--- src/rtl/pipe_hazard_ctrl.sv ---
`default_nettype none
// +--------------------------------------------------------------------------+
// | Module      : pipe_hazard_ctrl                                           |
// | Description : Stall/flush sequencer for a 5-stage MIPS front end.        |
// |               Combinational priority arbitration of dmem busy, load-use |
// |               hazard, ID redirect and imem not-ready; a small FSM kills |
// |               FLUSH_CYCLES wrong-path fetches after each redirect.      |
// |               Optional perf counters: define HAZARD_PERF_CNT_EN.        |
// | Revision    : 1.0  initial release                                      |
// +--------------------------------------------------------------------------+
module pipe_hazard_ctrl #(
  parameter int FLUSH_CYCLES = 1,
  parameter int CNT_W        = 16
) (
  input  logic             clk,
  input  logic             rst_n,
  input  logic [4:0]       i_id_rs,
  input  logic [4:0]       i_id_rt,
  input  logic             i_id_uses_rt,
  input  logic             i_ex_mem_read,
  input  logic [4:0]       i_ex_rt,
  input  logic             i_redirect,
  input  logic             i_imem_ready,
  input  logic             i_dmem_busy,
  output logic             o_pc_we,
  output logic             o_if_id_we,
  output logic             o_if_id_flush,
  output logic             o_id_ex_we,
  output logic             o_id_ex_bubble,
  output logic [CNT_W-1:0] o_stall_cnt,
  output logic [CNT_W-1:0] o_flush_cnt
);

  localparam logic [2:0] C_FLUSH_RELOAD = 3'(FLUSH_CYCLES - 1);

  typedef enum logic [0:0] {
    ST_RUN   = 1'b0,
    ST_FLUSH = 1'b1
  } state_t;

  state_t     r_state;
  logic [2:0] r_fcnt;

  logic w_hz;
  logic w_in_flush;
  logic w_redirect_acc;
  logic w_flush_dec;

  // Hazard detection and event qualification (priority order applied here).
  always_comb begin
    w_hz = i_ex_mem_read && (i_ex_rt != 5'd0) &&
           ((i_ex_rt == i_id_rs) || (i_id_uses_rt && (i_ex_rt == i_id_rt)));
    w_in_flush     = (r_state == ST_FLUSH);
    w_redirect_acc = rst_n && !i_dmem_busy && !w_hz && i_redirect;
    // A wrong-path fetch is killed only when it actually arrives and nothing
    // of higher priority is holding the front end.
    w_flush_dec    = rst_n && w_in_flush && !i_dmem_busy && !w_hz &&
                     !i_redirect && i_imem_ready;
  end

  // Same-cycle enable/flush/bubble decision; reset forces a safe NOP pattern.
  always_comb begin
    o_pc_we        = 1'b1;
    o_if_id_we     = 1'b1;
    o_if_id_flush  = w_in_flush;
    o_id_ex_we     = 1'b1;
    o_id_ex_bubble = 1'b0;
    if (!rst_n) begin
      o_pc_we        = 1'b0;
      o_if_id_we     = 1'b0;
      o_if_id_flush  = 1'b1;
      o_id_ex_we     = 1'b1;
      o_id_ex_bubble = 1'b1;
    end else if (i_dmem_busy) begin
      o_pc_we        = 1'b0;
      o_if_id_we     = 1'b0;
      o_if_id_flush  = 1'b0;
      o_id_ex_we     = 1'b0;
    end else if (w_hz) begin
      o_pc_we        = 1'b0;
      o_if_id_we     = 1'b0;
      o_id_ex_bubble = 1'b1;
    end else if (i_redirect) begin
      o_if_id_flush  = 1'b1;
    end else if (!i_imem_ready) begin
      o_pc_we        = 1'b0;
      o_if_id_flush  = 1'b1;
    end
  end

  // Flush sequencer: redirect (re)loads the kill count, arriving fetches drain it.
  always_ff @(posedge clk or negedge rst_n) begin
    if (!rst_n) begin
      r_state <= ST_RUN;
      r_fcnt  <= 3'd0;
    end else if (w_redirect_acc) begin
      if (FLUSH_CYCLES > 1) begin
        r_state <= ST_FLUSH;
        r_fcnt  <= C_FLUSH_RELOAD;
      end
    end else if (w_flush_dec) begin
      r_fcnt <= r_fcnt - 3'd1;
      if (r_fcnt == 3'd1) begin
        r_state <= ST_RUN;
      end
    end
  end

`ifdef HAZARD_PERF_CNT_EN
  localparam logic [CNT_W-1:0] C_CNT_ONE = {{(CNT_W-1){1'b0}}, 1'b1};

  logic [CNT_W-1:0] r_stall_cnt;
  logic [CNT_W-1:0] r_flush_cnt;

  // Saturating performance counters, cleared only by reset.
  always_ff @(posedge clk or negedge rst_n) begin
    if (!rst_n) begin
      r_stall_cnt <= '0;
      r_flush_cnt <= '0;
    end else begin
      if (!o_pc_we && (r_stall_cnt != {CNT_W{1'b1}})) begin
        r_stall_cnt <= r_stall_cnt + C_CNT_ONE;
      end
      if (w_redirect_acc && (r_flush_cnt != {CNT_W{1'b1}})) begin
        r_flush_cnt <= r_flush_cnt + C_CNT_ONE;
      end
    end
  end

  assign o_stall_cnt = r_stall_cnt;
  assign o_flush_cnt = r_flush_cnt;
`else
  assign o_stall_cnt = '0;
  assign o_flush_cnt = '0;
`endif

endmodule
`default_nettype wire

--- config.mk ---
export PLATFORM = sky130hd
export DESIGN_NAME = pipe_hazard_ctrl
export DESIGN_NICKNAME = d
export VERILOG_FILES = /design/src/rtl/pipe_hazard_ctrl.sv
export SDC_FILE = /design/constraint.sdc
export NUM_CORES = 1
export LEC_CHECK = 0
export ABC_AREA = 1
export ABC_CLOCK_PERIOD_IN_PS = 1200
export CAP_MARGIN = 10
export CORE_MARGIN = 2
export CORE_UTILIZATION = 31
export DETAILED_ROUTE_END_ITERATION = 10
export PLACE_DENSITY = 0.95
export SKIP_LAST_GASP = 1
export SLEW_MARGIN = 20
export SYNTH_ARGS = -nofsm -noshare
export SYNTH_HDL_FRONTEND = slang
export SYNTH_SLANG_ARGS = --single-unit
--- constraint.sdc ---
create_clock -name clk -period 1.2 [get_ports clk]
set_clock_uncertainty 0.05 [all_clocks]
set_input_delay 0.12 -clock clk [delete_from_list [all_inputs] [get_ports clk]]
set_output_delay 0.12 -clock clk [all_outputs]
set_load 0.01 [all_outputs]
# After elaboration in Yosys (flattened, before gate mapping)
# Index checks and enable logic that the tools add are counted.
word_totals:
  output_inout_bits: 37
  in_bits: 22
  reg_bits: 0
  elab_cells: 25
op_classes:
  n_eq_ne: 2
  reduce_logical: 5
  mux: 18
op_table:
  columns: ["cell", "count"]
  rows:
  - ["$mux 1", 18]
  - ["$eq 5x5->1", 2]
  - ["$reduce_bool 5->1", 1]
  - ["$logic_and 1x1->1", 3]
  - ["$logic_or 1x1->1", 1]

# Logic depth before layout (Yosys ltp)
depth:
  ltp_word: 7
  mapped_depth: 9
  mapped_depth_nobuf: 9

# Worst setup path before layout
# Ideal clock, no wire load.
synth_timing:
  path_type: "input to output"
  from: "in i_ex_rt[2]"
  to: "out o_pc_we"
  cell_stages: 7
  required_ps: 1030
  slack_ps: 308
  path_buffers: 0
  arrival_ps: 722
  path_cell_list: "nor2_1 > nand3_1 > o21ai_1 > inv_2 > nand2_2 > nand3_2 > nor2_2"
synth_between:
  elab_chain_cells: 7
  word_cells_on_any_way: 10
  classes_between: "2 x eq/ne; 3 x mux; 5 x reduce/logical"
synth_rtl:
  columns: ["element", "line", "text"]
  rows:
  - ["start: declaration", "21", "input logic [4:0] i_ex_rt,"]
  - ["$eq 5x5->1", "52", "((i_ex_rt == i_id_rs) || (i_id_uses_rt && (i_ex_rt == i_id_rt)));"]
  - ["$logic_and 1x1->1", "52", null]
  - ["$logic_or 1x1->1", "52", null]
  - ["$logic_and 1x1->1 *", "51", "w_hz = i_ex_mem_read && (i_ex_rt != 5'd0) &&"]
  - ["$mux 1 *", "79", "end else if (w_hz) begin"]
  - ["$mux 1 *", "74", "end else if (i_dmem_busy) begin"]
  - ["$mux 1 *", "68", "if (!rst_n) begin"]
  - ["end: declaration", "25", "output logic o_pc_we,"]
# Every way passes the cells marked *; elsewhere a longest branch is shown, timed or not.

# Final worst setup path
layout_timing:
  from: "in rst_n"
  to: "out o_id_ex_we"
layout_between:
  elab_chain_cells: 1
layout_rtl:
  columns: ["element", "line", "text"]
  rows:
  - ["start: declaration", "16", "input logic rst_n,"]
  - ["$mux 1", "68", null]
  - ["end: declaration", "28", "output logic o_id_ex_we,"]
# Every way passes these cells.

==> results.sh <==
export IMPL_synth_distinct_cells=14
export IMPL_drive_gt1_frac=0.371
export IMPL_cap_viol_max_count=0
export IMPL_nClkBuffers=0
export IMPL_seqCellArea_um2=0
export IMPL_drt_initial_drc_count=3
export IMPL_boundaryPins=59
export IMPL_start_kind="input port"
export IMPL_n_sequential_cell=0
export IMPL_grt_overflow=0
export IMPL_vias_per_cell=3.84
export IMPL_crit_family="buffers and inverters"
export IMPL_rsz0062_at_grt="yes"
export IMPL_final_hold_viol_count=0
export IMPL_num_antenna_cells=0
export IMPL_dp_cells=140
export IMPL_leakagePower_nw=0.472
export IMPL_cp_slowest_stage_delay_ns=0.53
export IMPL_cp_end_kind="output pin"
export IMPL_start_util=0.338
export IMPL_syn_area_per_cell_um2=5.31
export IMPL_power_density_mw_per_mm2=326
export IMPL_dpl_hpwl_um=985
export IMPL_die_width_um=45.0
export IMPL_fmax_mhz=862
export IMPL_ys_seq_area_frac=0
export IMPL_arrival_ns=0.99
export IMPL_drt_total_wl_mm=1.15
export IMPL_synth_area_um2=520
export IMPL_period_share=0.967
export IMPL_drcViolationCount=0
export IMPL_run_status="completed"
export IMPL_setup_worst_path_class="input port to output pin"
export IMPL_mostFrequentLayoutCell="conb_1"
export IMPL_min_period_ns=1.16
export IMPL_routedWlPerCell_um=8.20
export IMPL_worstPathCellList="clkdlybuf4s50_1 > buf_4 > nand2_1 > buf_2"
export IMPL_grt_pass1_wl_mm=1.54
export IMPL_ant_nets=0
export IMPL_grt_pass1_vias=446
export IMPL_crit_slowest_cell="clkdlybuf4s50_1"
export IMPL_cp_num_buf_inv=3
export IMPL_crit_fanout=3
export IMPL_portBuffers=26
export IMPL_timing_final_ws_setup_ns=0.0401
export IMPL_die_height_um=45.0
export IMPL_final_cell_mix="conb_1, nand2_1, buf_2"
export IMPL_vias=537
export IMPL_num_rows=14
export IMPL_finalSetupViolCount=0
export IMPL_grtUsageTotal=0.0943
export IMPL_critPathRequiredTime_ns=1.03
export IMPL_peakVddDrop_uv=87.5
export IMPL_grt_max_degree=5
export IMPL_core_mm2=0.00154
export IMPL_synthCells=98
export IMPL_post_place_ws_ns=-0.784
export IMPL_cts_setup_buffers=0
export IMPL_yosysWarnings=0
export IMPL_gp_congestion=0.646
export IMPL_area_delta_synth_final_pct=33.4
export IMPL_fin_cells=140
export IMPL_nNetsFinal=148
export IMPL_finish_utilization=0.450
export IMPL_slew_violations=0
export IMPL_antenna_found_initial=0
export IMPL_dieArea_mm2=0.00202
export IMPL_worstHoldPathType="input port to output pin"
export IMPL_multiInputGateArea_um2=390
export IMPL_finalSetupTns_ns=0
export IMPL_nFillCells=176
export IMPL_dr_pass1_iters=2
## stage by stage
step | area, um^2 | hold WS [ns] | power (mW)
floorplan | 637 | 0.239 | 0.188
global placement | 684 | 1.21 | 0.219
detailed placement | 684 | 1.25 | 0.224
CTS | 608 | 0.727 | 0.196
global route | 694 | 0.590 | 0.250
finish | 694 | 0.572 | 0.227
## worst min-delay path, stage by stage
cell and delay (ns):
dlymetal6s2s_1 0.18, o21ai_2 0.07, buf_2 0.13
## timing repair
item                                    4_1_cts  5_1_grt
endpoints found under the setup margin        5        4
resized for setup                            84       27
hold buffers                                  0        0
pin swaps                                    23       18
gates cloned                                  0        0
## cell type report
type                            count  share of cell area
Inverter                           17              0.0955
Multi-Input combinational cell     80               0.562
Tap cell                           16              0.0288
Timing Repair Buffer               27               0.314
## metal layers
layer | GRT usage | part of all wire | vias up
met2 | 0.220 | 0.61 | 22
li1 | - | - | 273
met3 | 0.00400 | 0.066 | 0
met4 | 0 | 0 | 0
met5 | 0 | 0 | -
met1 | 0.0892 | 0.32 | 242
## worst paths after layout
kind	start	end	slack, ns	cells after the start
worst max-delay path	rst_n	o_id_ex_we	0.04	4
worst min-delay path	i_dmem_busy	o_id_ex_bubble	0.57	3
## cells by family (layout without fill, tap and decap cells)
family | count (synthesis) | count (layout) | share of synthesized area
buf+inv | 49 | 44 | 0.584
simple gates | 44 | 44 | 0.356
compound gates | 3 | 3 | 0.0360
xor+xnor | 1 | 1 | 0.0168
other cells | 1 | 32 | 0.00720
## power by group
part           switching [mW]  total, mW  leakage, nW  internal (mW)
combinational           0.134      0.227        0.472         0.0928
clock                       0          0            0              0
sequential                  0          0            0              0
## synthesized netlist by cell type (3+ instances only)
| cell | count | area share |
|---|---|---|
| buf_4 | 32 | 0.46 |
| inv_1 | 12 | 0.087 |
| inv_2 | 5 | 0.036 |
| nand2_1 | 28 | 0.20 |
| nand3_1 | 3 | 0.029 |
| nor2_1 | 8 | 0.058 |
| nor2_2 | 3 | 0.036 |
Note: power is estimated with default switching activity, not from simulation.
